[src/rtl/cpu_pkg.sv]
// ---------------------------------------------------------------------------
// cpu_pkg
// Shared constants for the multicycle MIPS-subset control path:
//   - opcode / funct / REGIMM sub-op encodings taken from the instruction word
//   - 4-bit ALU control codes driven onto the shared ALU
//   - control FSM state encoding and small decode helpers
// No ports (package).
// ---------------------------------------------------------------------------
package cpu_pkg;

    // Primary opcodes (IR[31:26])
    localparam logic [5:0] OP_RTYPE  = 6'h00;
    localparam logic [5:0] OP_REGIMM = 6'h01;
    localparam logic [5:0] OP_J      = 6'h02;
    localparam logic [5:0] OP_BEQ    = 6'h04;
    localparam logic [5:0] OP_BNE    = 6'h05;
    localparam logic [5:0] OP_ADDI   = 6'h08;
    localparam logic [5:0] OP_LUI    = 6'h0F;
    localparam logic [5:0] OP_LW     = 6'h23;
    localparam logic [5:0] OP_SW     = 6'h2B;

    // R-type function codes (IR[5:0])
    localparam logic [5:0] FN_ADD = 6'h20;
    localparam logic [5:0] FN_SUB = 6'h22;
    localparam logic [5:0] FN_AND = 6'h24;
    localparam logic [5:0] FN_OR  = 6'h25;
    localparam logic [5:0] FN_NOR = 6'h27;
    localparam logic [5:0] FN_SLT = 6'h2A;

    // REGIMM sub-op (IR[20:16]) selecting bgez
    localparam logic [4:0] RT_BGEZ = 5'b00001;

    // ALU control codes
    localparam logic [3:0] ALU_AND  = 4'b0000;
    localparam logic [3:0] ALU_OR   = 4'b0001;
    localparam logic [3:0] ALU_ADD  = 4'b0010;
    localparam logic [3:0] ALU_SUB  = 4'b0110;
    localparam logic [3:0] ALU_SLT  = 4'b0111;
    localparam logic [3:0] ALU_BNE  = 4'b1000;
    localparam logic [3:0] ALU_NOR  = 4'b1100;
    localparam logic [3:0] ALU_BGEZ = 4'b1110;
    localparam logic [3:0] ALU_LUI  = 4'b1111;

    // Control FSM states
    typedef enum logic [3:0] {
        S_IDLE      = 4'd0,
        S_FETCH     = 4'd1,
        S_DECODE    = 4'd2,
        S_MEM_ADDR  = 4'd3,
        S_MEM_READ  = 4'd4,
        S_MEM_WB    = 4'd5,
        S_MEM_WRITE = 4'd6,
        S_R_EXEC    = 4'd7,
        S_R_WB      = 4'd8,
        S_I_EXEC    = 4'd9,
        S_I_WB      = 4'd10,
        S_BRANCH    = 4'd11,
        S_JUMP      = 4'd12,
        S_ILLEGAL   = 4'd13
    } state_t;

    // True for the R-type functions the datapath implements
    function automatic logic funct_supported(input logic [5:0] f);
        case (f)
            FN_ADD, FN_SUB, FN_AND, FN_OR, FN_NOR, FN_SLT: return 1'b1;
            default:                                       return 1'b0;
        endcase
    endfunction

    // R-type funct to ALU operation; unsupported codes never reach execute
    function automatic logic [3:0] funct_to_alu(input logic [5:0] f);
        case (f)
            FN_ADD:  return ALU_ADD;
            FN_SUB:  return ALU_SUB;
            FN_AND:  return ALU_AND;
            FN_OR:   return ALU_OR;
            FN_NOR:  return ALU_NOR;
            FN_SLT:  return ALU_SLT;
            default: return ALU_AND;
        endcase
    endfunction

    // Dispatch target out of DECODE; all unsupported encodings trap here
    function automatic state_t decode_target(input logic [5:0] op,
                                             input logic [5:0] f,
                                             input logic [4:0] r);
        case (op)
            OP_LW, OP_SW:    return S_MEM_ADDR;
            OP_RTYPE:        return funct_supported(f) ? S_R_EXEC : S_ILLEGAL;
            OP_ADDI, OP_LUI: return S_I_EXEC;
            OP_BEQ, OP_BNE:  return S_BRANCH;
            OP_REGIMM:       return (r == RT_BGEZ) ? S_BRANCH : S_ILLEGAL;
            OP_J:            return S_JUMP;
            default:         return S_ILLEGAL;
        endcase
    endfunction

endpackage

[src/rtl/multicycle_control_alu_op_decode.sv]
// ---------------------------------------------------------------------------
// alu_op_decode
// Combinational ALU control generator for the multicycle control FSM.
//   i_state    : current control state
//   i_opcode   : IR[31:26]
//   i_funct    : IR[5:0]
//   i_rt       : IR[20:16]
//   o_alu_ctrl : 4-bit ALU operation code
// ---------------------------------------------------------------------------
module alu_op_decode
    import cpu_pkg::*;
(
    input  state_t      i_state,
    input  logic [5:0]  i_opcode,
    input  logic [5:0]  i_funct,
    input  logic [4:0]  i_rt,
    output logic [3:0]  o_alu_ctrl
);

    // States that do not use the ALU drive 0000 so idle outputs read as zero
    always_comb begin
        o_alu_ctrl = ALU_AND;
        case (i_state)
            S_FETCH, S_DECODE, S_MEM_ADDR: o_alu_ctrl = ALU_ADD;
            S_R_EXEC:                      o_alu_ctrl = funct_to_alu(i_funct);
            S_I_EXEC:                      o_alu_ctrl = (i_opcode == OP_LUI) ? ALU_LUI : ALU_ADD;
            S_BRANCH: begin
                // beq compares via subtract; bne/bgez have dedicated flag modes
                if (i_opcode == OP_BNE)
                    o_alu_ctrl = ALU_BNE;
                else if (i_opcode == OP_REGIMM && i_rt == RT_BGEZ)
                    o_alu_ctrl = ALU_BGEZ;
                else
                    o_alu_ctrl = ALU_SUB;
            end
            default: o_alu_ctrl = ALU_AND;
        endcase
    end

endmodule

[src/rtl/multicycle_control.sv]
// ---------------------------------------------------------------------------
// multicycle_control
// Main control FSM of the multicycle MIPS-subset CPU.
//   clk, rst_n              : clock (rising edge), async active-low reset
//   opcode, funct, rt       : fields of the latched instruction register
//   alu_zero                : ALU condition flag used by branches
//   mem_ready               : single-ported memory completion handshake
//   mem_read, mem_write, iord, ir_write         : memory / IR control
//   reg_write, reg_dst, mem_to_reg              : register file control
//   alu_src_a, alu_src_b, alu_ctrl              : shared ALU control
//   pc_source, pc_en                            : PC update control
//   instr_done                                  : last-cycle pulse
//   illegal                                     : sticky trap indicator
// ---------------------------------------------------------------------------
module multicycle_control
    import cpu_pkg::*;
(
    input  logic        clk,
    input  logic        rst_n,
    input  logic [5:0]  opcode,
    input  logic [5:0]  funct,
    input  logic [4:0]  rt,
    input  logic        alu_zero,
    input  logic        mem_ready,
    output logic        mem_read,
    output logic        mem_write,
    output logic        iord,
    output logic        ir_write,
    output logic        reg_write,
    output logic        reg_dst,
    output logic        mem_to_reg,
    output logic        alu_src_a,
    output logic [1:0]  alu_src_b,
    output logic [3:0]  alu_ctrl,
    output logic [1:0]  pc_source,
    output logic        pc_en,
    output logic        instr_done,
    output logic        illegal
);

    state_t     r_state;
    logic [3:0] w_alu_ctrl;

    alu_op_decode u_alu_op_decode (
        .i_state    (r_state),
        .i_opcode   (opcode),
        .i_funct    (funct),
        .i_rt       (rt),
        .o_alu_ctrl (w_alu_ctrl)
    );

    // State sequencing; memory states hold until the memory signals ready
    always_ff @(posedge clk or negedge rst_n) begin
        if (!rst_n) begin
            r_state <= S_IDLE;
        end else begin
            case (r_state)
                S_IDLE:      r_state <= S_FETCH;
                S_FETCH:     if (mem_ready) r_state <= S_DECODE;
                S_DECODE:    r_state <= decode_target(opcode, funct, rt);
                S_MEM_ADDR:  r_state <= (opcode == OP_LW) ? S_MEM_READ : S_MEM_WRITE;
                S_MEM_READ:  if (mem_ready) r_state <= S_MEM_WB;
                S_MEM_WRITE: if (mem_ready) r_state <= S_FETCH;
                S_R_EXEC:    r_state <= S_R_WB;
                S_I_EXEC:    r_state <= S_I_WB;
                S_MEM_WB, S_R_WB, S_I_WB, S_BRANCH, S_JUMP:
                             r_state <= S_FETCH;
                S_ILLEGAL:   r_state <= S_ILLEGAL;
                default:     r_state <= S_IDLE;
            endcase
        end
    end

    // Strobes decode from the state register so an async reset clears them
    // immediately; only the memory-gated strobes and branch pc_en look at inputs
    always_comb begin
        mem_read   = 1'b0;
        mem_write  = 1'b0;
        iord       = 1'b0;
        ir_write   = 1'b0;
        reg_write  = 1'b0;
        reg_dst    = 1'b0;
        mem_to_reg = 1'b0;
        alu_src_a  = 1'b0;
        alu_src_b  = 2'b00;
        pc_source  = 2'b00;
        pc_en      = 1'b0;
        instr_done = 1'b0;
        illegal    = 1'b0;
        case (r_state)
            S_FETCH: begin
                mem_read  = 1'b1;
                alu_src_b = 2'b01;
                ir_write  = mem_ready;
                pc_en     = mem_ready;
            end
            S_DECODE: begin
                alu_src_b = 2'b11;
            end
            S_MEM_ADDR: begin
                alu_src_a = 1'b1;
                alu_src_b = 2'b10;
            end
            S_MEM_READ: begin
                mem_read = 1'b1;
                iord     = 1'b1;
            end
            S_MEM_WB: begin
                reg_write  = 1'b1;
                mem_to_reg = 1'b1;
                instr_done = 1'b1;
            end
            S_MEM_WRITE: begin
                mem_write  = 1'b1;
                iord       = 1'b1;
                instr_done = mem_ready;
            end
            S_R_EXEC: begin
                alu_src_a = 1'b1;
            end
            S_R_WB: begin
                reg_write  = 1'b1;
                reg_dst    = 1'b1;
                instr_done = 1'b1;
            end
            S_I_EXEC: begin
                alu_src_a = 1'b1;
                alu_src_b = 2'b10;
            end
            S_I_WB: begin
                reg_write  = 1'b1;
                instr_done = 1'b1;
            end
            S_BRANCH: begin
                alu_src_a  = 1'b1;
                pc_source  = 2'b01;
                pc_en      = alu_zero;
                instr_done = 1'b1;
            end
            S_JUMP: begin
                pc_source  = 2'b10;
                pc_en      = 1'b1;
                instr_done = 1'b1;
            end
            S_ILLEGAL: begin
                illegal = 1'b1;
            end
            default: begin
                illegal = 1'b0;
            end
        endcase
    end

    assign alu_ctrl = w_alu_ctrl;

endmodule
[config.mk]
export PLATFORM = sky130hd
export DESIGN_NAME = multicycle_control
export DESIGN_NICKNAME = d
export VERILOG_FILES = /design/src/rtl/cpu_pkg.sv /design/src/rtl/multicycle_control_alu_op_decode.sv /design/src/rtl/multicycle_control.sv
export SDC_FILE = /design/constraint.sdc
export NUM_CORES = 1
export LEC_CHECK = 0
export BUFFER_PORTS_ARGS = -buffer_cell sky130_fd_sc_hd__buf_2
export CAP_MARGIN = 20
export CORE_MARGIN = 1
export CORE_UTILIZATION = 42
export DETAILED_ROUTE_END_ITERATION = 12
export MAX_ROUTING_LAYER = met4
export PLACE_DENSITY = 0.74
export SYNTH_ARGS = -nofsm -noshare
export SYNTH_HDL_FRONTEND = slang
export SYNTH_SLANG_ARGS = --single-unit
[constraint.sdc]
create_clock -name clk -period 2.3 [get_ports clk]
set_input_delay 0.46 -clock clk [delete_from_list [all_inputs] [get_ports clk]]
set_output_delay 0.46 -clock clk [all_outputs]
set_load 0.01 [all_outputs]
==> results of run 1 <==
-- routing by layer --
metal	track usage	share of wire
met1	0.360	0.45
met2	0.456	0.48
met3	0.0490	0.070
met4	0.0485	0
met5	-	0
-- cells in the mapped netlist, types with 2 or more instances --
master | instances | area, um2
nand3b_1 | 2 | 15.0
o22ai_1 | 4 | 25.0
buf_2 | 5 | 25.0
a211oi_1 | 5 | 37.5
a21oi_1 | 8 | 40.0
nor3_1 | 6 | 30.0
clkbuf_1 | 3 | 11.3
nor2_1 | 15 | 56.3
nand3_1 | 5 | 25.0
inv_1 | 3 | 11.3
a211o_1 | 3 | 26.3
a31oi_1 | 4 | 25.0
o21ai_1 | 2 | 10.0
nor4_1 | 3 | 18.8
dfrtp_1 | 4 | 100
or3_1 | 2 | 12.5
nand2b_1 | 8 | 50.1
o21ai_0 | 7 | 35.0
nand2_1 | 11 | 41.3
-- final cells by class --
cell class              count  share of cell area
clock buffers               3              0.0222
inverters                   3              0.0111
multi-input cells         103               0.608
repair buffers             44               0.230
well taps                  24              0.0297
flip-flops and latches      4              0.0989
-- critical path: cells and delay by family (launching register included) --
kind,cells,cell delay (ns)
AOI/OAI and AO/OA,1,0.43
DFF,1,0.49
buffers and inverters,2,0.37
and+or+nand+nor,1,0.16
-- worst paths after layout --
| check | startpoint | endpoint | slack, ns | cells past startpoint |
|---|---|---|---|---|
| setup / recovery | r_state[2] | alu_ctrl[0] | 0.16 | 4 |
| hold / removal | rst_n | r_state[3] | 0.02 | 1 |
| setup reg to reg | r_state[0] | r_state[3] | 0.85 | 5 |
| hold reg to reg | r_state[1] | r_state[0] | 0.67 | 2 |
| max in group asynchronous | rst_n | r_state[2] | 2.16 | 1 |
| min in group clk | opcode[4] | r_state[1] | 0.60 | 3 |
-- per-stage QoR --
stage / util / instance area, um2
finish: 0.635 / 1010
detailed placement: 0.617 / 983
CTS: 0.631 / 1010
floorplan: - / 757
global placement: 0.617 / 983
global route: 0.635 / 1010
-- cells by family (layout without fill, tap and decap cells) --
logic type             count (synthesis)  after routing
AND/OR/NAND/NOR                       62             62
flip-flops                             4              4
buffers and inverters                 11             50
AO/OA/AOI/OAI                         41             41
-- what timing repair did --
action / 4_1_cts / 5_1_grt
gates resized for setup: 0 / 1
hold buffers: 0 / 0
setup endpoints to repair: 0 / 1
-- where the power goes --
part           internal (mW)  switching, mW
sequential             0.100         0.0523
clock                 0.0584         0.0288
combinational          0.276          0.405
total                  0.435          0.486
==> flow_metrics.env, run 1 <==
export IMPL_place_ws_ns=0.233
export IMPL_worstMarginPinSlew_ns=0.342
export IMPL_start_util=0.475
export IMPL_synth_enable_flop_cells=0
export IMPL_path_clk_slew_ns=0.04
export IMPL_cts_sinks=4
export IMPL_synth_top_family_by_area="simple AND/OR/NAND/NOR gates"
export IMPL_peakVddDrop_uv=738
export IMPL_final_common_cell="buf_2"
export IMPL_period_needed_ns=2.14
export IMPL_gp_congestion=0.894
export IMPL_synth_distinct_cells=37
export IMPL_status="completed"
export IMPL_drc_errors=0
export IMPL_end_kind="output port"
export IMPL_fin_crit_sh=0.929
export IMPL_multi_input_area_um2=616
export IMPL_synth_ff_type="dfrtp_1"
export IMPL_fin_skew_ns=0.00333
export IMPL_synth_xor_area_share=0
export IMPL_largest_reg_flops=4
export IMPL_slowest_stage="dfrtp_1"
export IMPL_synthesis_nets=139
export IMPL_syn_inst=118
export IMPL_power_density_nw_per_um2=910
export IMPL_async_flop_share=1.00
export IMPL_yosysWarnings=0
export IMPL_num_rows=14
export IMPL_mostFrequentLayoutCells="39 x buf_2, 15 x nor2_1, 11 x nand2_1"
export IMPL_area_delta_synth_final_pct=33.7
export IMPL_finalSetupViolations=0
export IMPL_cts_setup_buffers=0
export IMPL_critical_path_required_ns=1.84
export IMPL_slew_violations=0
export IMPL_relSlewSlack=0.772
export IMPL_layout_cells_non_filler=181
export IMPL_drt_total_wl_mm=2.34
export IMPL_final_nets=180
export IMPL_io_pins=40
export IMPL_ant_nets=0
export IMPL_synth_simple_area_share=0.443
export IMPL_die_x_um=44.5
export IMPL_via_count=1062
export IMPL_gr_usage_all_layers=0.278
export IMPL_n_antenna_cell=0
export IMPL_regArea_um2=100
export IMPL_synth_seq_area_share=0.132
export IMPL_reg_largest_list="r_state (4)"
export IMPL_grt_pass1_vias=980
export IMPL_timing_hold_ws_ns=0.0179
export IMPL_ctsRootBufferMaster="clkbuf_4"
export IMPL_crit_fanout=9
export IMPL_clk_path_buf_depth=2
export IMPL_cts_max_level=1
export IMPL_dieArea_um2=1980
export IMPL_finalPower_mw=0.922
export IMPL_synthMuxAreaShare=0
export IMPL_cts_tree="built"
export IMPL_grt_start_max_net_pins=16
export IMPL_grt_pass1_wl_mm=4.10
export IMPL_ys_seq_elements=4
export IMPL_syn_area_um2=757
export IMPL_yosys_area_share_adder=0
export IMPL_portBuffers=39
export IMPL_die_h_um=44.5
export IMPL_worstSetupPathType="register to output port"
export IMPL_drt_first_pass_iters=4
export IMPL_finalHoldViolCount=0
export IMPL_worst_ep_arrival_time_ns=1.68
export IMPL_final_fill_count=150
export IMPL_wl_per_cell_um=12.9
export IMPL_detail_route_vias_per_cell=5.87
export IMPL_synth_compound_gate_area_share=0.362
export IMPL_hpwl_mm=1.89
export IMPL_largest_register="r_state"
export IMPL_hp_class="primary input to asynchronous set/reset pin"
export IMPL_worst_slack_ns=0.163
export IMPL_setup_worst_path_start_class="register"
export IMPL_critPathMaxStageDelay_ns=0.49
export IMPL_path_cells="inv_1 > nand2_1 > o41ai_1 > buf_2"
export IMPL_p_leak_nw=0.463
export IMPL_timing_fmax_ghz=0.468
export IMPL_antenna_found_initial=0
export IMPL_dp_cells=178
export IMPL_grt_ovfl_total=0
export IMPL_numCtsBuffers=3
export IMPL_rsz0062_at_grt="no"
export IMPL_coreArea_um2=1590
export IMPL_tns_ns=0
export IMPL_dr_first_iter_drc_count=41
export IMPL_syn_area_per_cell_um2=6.42
export IMPL_insertion_delay_ns=0.24
export IMPL_drive_gt1_frac=0.344
export IMPL_maxCapViolCount=0
Note: power is estimated with default switching activity, not from simulation.
==> run 2, diff against run 1 <==
--- a/config.mk
+++ b/config.mk
@@ -8,10 +8,10 @@
 export BUFFER_PORTS_ARGS = -buffer_cell sky130_fd_sc_hd__buf_2
 export CAP_MARGIN = 20
 export CORE_MARGIN = 1
-export CORE_UTILIZATION = 42
+export CORE_UTILIZATION = 48
 export DETAILED_ROUTE_END_ITERATION = 12
 export MAX_ROUTING_LAYER = met4
-export PLACE_DENSITY = 0.74
+export PLACE_DENSITY = 0.84
 export SYNTH_ARGS = -nofsm -noshare
 export SYNTH_HDL_FRONTEND = slang
 export SYNTH_SLANG_ARGS = --single-unit
==> flow_metrics.env, run 2 (synthesized netlist as in run 1, its figures left out) <==
export IMPL_slowest_stage="dfrtp_1"
export IMPL_largest_reg_flops=4
export IMPL_grt_pass1_wl_mm=4.00
export IMPL_fin_skew_ns=0.00204
export IMPL_end_kind="output port"
export IMPL_antenna_found_initial=0
export IMPL_dp_cells=169
export IMPL_dieArea_um2=1740
export IMPL_slew_violations=0
export IMPL_die_x_um=41.7
export IMPL_ctsHoldBuffers=0
export IMPL_ctsRootBufferMaster="clkbuf_4"
export IMPL_met1_usage=0.363
export IMPL_finalHoldViolCount=0
export IMPL_finalPower_mw=0.914
export IMPL_final_common_cell="buf_2"
export IMPL_drt_total_wl_mm=2.30
export IMPL_cts_max_level=1
export IMPL_finalSetupViolations=0
export IMPL_switching_power_mw=0.480
export IMPL_layout_cells_non_filler=172
export IMPL_grt_util_met2=0.469
export IMPL_period_needed_ns=2.15
export IMPL_worstSetupPathType="register to output port"
export IMPL_ant_nets=0
export IMPL_drt_first_pass_iters=4
export IMPL_crit_fanout=9
export IMPL_peakVddDrop_uv=723
export IMPL_p_leak_nw=0.463
export IMPL_mostFrequentLayoutCells="39 x buf_2, 15 x nor2_1, 11 x nand2_1"
export IMPL_numCtsBuffers=3
export IMPL_drc_errors=0
export IMPL_critPathTopFamily="flip-flops"
export IMPL_worst_ep_arrival_time_ns=1.69
export IMPL_path_cells="inv_1 > nand2_1 > o41ai_1 > buf_2"
export IMPL_cts_setup_buffers=0
export IMPL_hp_class="primary input to asynchronous set/reset pin"
export IMPL_setup_worst_path_start_class="register"
export IMPL_io_pins=40
export IMPL_path_clk_slew_ns=0.04
export IMPL_hpwl_mm=1.84
export IMPL_drive_gt1_frac=0.338
export IMPL_worstMarginPinSlew_ns=0.339
export IMPL_detail_route_vias_per_cell=6.19
export IMPL_seqPwrFrac=0.172
export IMPL_clk_path_buf_depth=2
export IMPL_critPathMaxStageDelay_ns=0.48
export IMPL_internal_power_mw=0.434
export IMPL_pwr_share_clk=0.095
export IMPL_wl_per_cell_um=13.4
export IMPL_cts_sinks=4
export IMPL_grt_ovfl_total=0
export IMPL_timing_fmax_ghz=0.466
export IMPL_tns_ns=0
export IMPL_dr_first_iter_drc_count=38
export IMPL_rsz0062_at_grt="no"
export IMPL_grt_met3_usage=0.0609
export IMPL_area_delta_synth_final_pct=31.4
export IMPL_final_nets=180
export IMPL_relSlewSlack=0.771
export IMPL_maxCapViolCount=0
export IMPL_swShare=0.525
export IMPL_n_antenna_cell=0
export IMPL_gr_usage_all_layers=0.287
export IMPL_portBuffers=39
export IMPL_start_util=0.548
export IMPL_die_h_um=41.7
export IMPL_path_buf_inv=2
export IMPL_status="completed"
export IMPL_final_fill_count=126
export IMPL_fin_crit_sh=0.933
export IMPL_via_count=1064
export IMPL_cts_tree="built"
export IMPL_num_rows=13
export IMPL_grt_start_max_net_pins=16
export IMPL_insertion_delay_ns=0.23
export IMPL_critical_path_required_ns=1.84
export IMPL_grt_busiest_layer="met2"
export IMPL_gp_congestion=0.885
export IMPL_combPwrFrac=0.733
export IMPL_post_cts_resized=0
export IMPL_largest_register="r_state"
export IMPL_coreArea_um2=1380
export IMPL_power_density_nw_per_um2=919
export IMPL_grt_pass1_vias=932
export IMPL_reg_largest_list="r_state (4)"
-- run 2: power by group through the flow --
| stage | Sequential [mW] | Clock (mW) | Combinational [mW] |
|---|---|---|---|
| finish | 0.157 | 0.0871 | 0.670 |
| global route | 0.163 | 0.0957 | 0.743 |
| CTS | 0.155 | 0.0919 | 0.668 |
| detailed placement | 0.156 | 0 | 0.668 |
| global placement | 0.155 | 0 | 0.656 |
| floorplan | 0.121 | 0 | 0.467 |
-- run 2: layout make-up --
cell class / instances / area [um2] / share of cell area
Sequential cell: 4 / 100 / 0.101
Tap cell: 15 / 18.8 / 0.0189
Clock buffer: 3 / 22.5 / 0.0226
Inverter: 3 / 11.3 / 0.0113
Multi-Input combinational cell: 103 / 609 / 0.613
Timing Repair Buffer: 44 / 233 / 0.234
-- run 2: path summary, 6_finish.rpt --
kind	start	to	slack (ns)	cells after the start
hold reg to reg	r_state[1]	r_state[0]	0.69	2
setup / recovery	r_state[2]	alu_ctrl[0]	0.15	4
max in group asynchronous	rst_n	r_state[2]	2.16	1
hold / removal	rst_n	r_state[0]	0.02	1
setup reg to reg	r_state[0]	r_state[3]	0.80	5
min in group clk	opcode[4]	r_state[1]	0.59	3
-- run 2: stage by stage --
stage                      util  hold slack, ns  instance area (um2)  setup WS, ns
final                     0.719          0.0193                  995         0.154
after global routing      0.719          0.0162                  995        0.0257
after floorplan               -           0.164                  757         0.507
after CTS                 0.719          0.0101                  995         0.167
after global placement    0.703           0.263                  972         0.273
after detailed placement  0.703           0.265                  972         0.227
-- run 2: worst register-to-register path, cell delays in order, from the launching register on --
cell	delay, ns
dfrtp_1	0.46
buf_4	0.22
nand2b_1	0.17
nor3_1	0.28
o31ai_1	0.12
o21ai_0	0.16
-- run 2: layer usage --
layer  wire, um  part of all wire
met1        990              0.43
met2       1130              0.49
met5          0                 0
met3        159             0.069
met4         16            0.0070
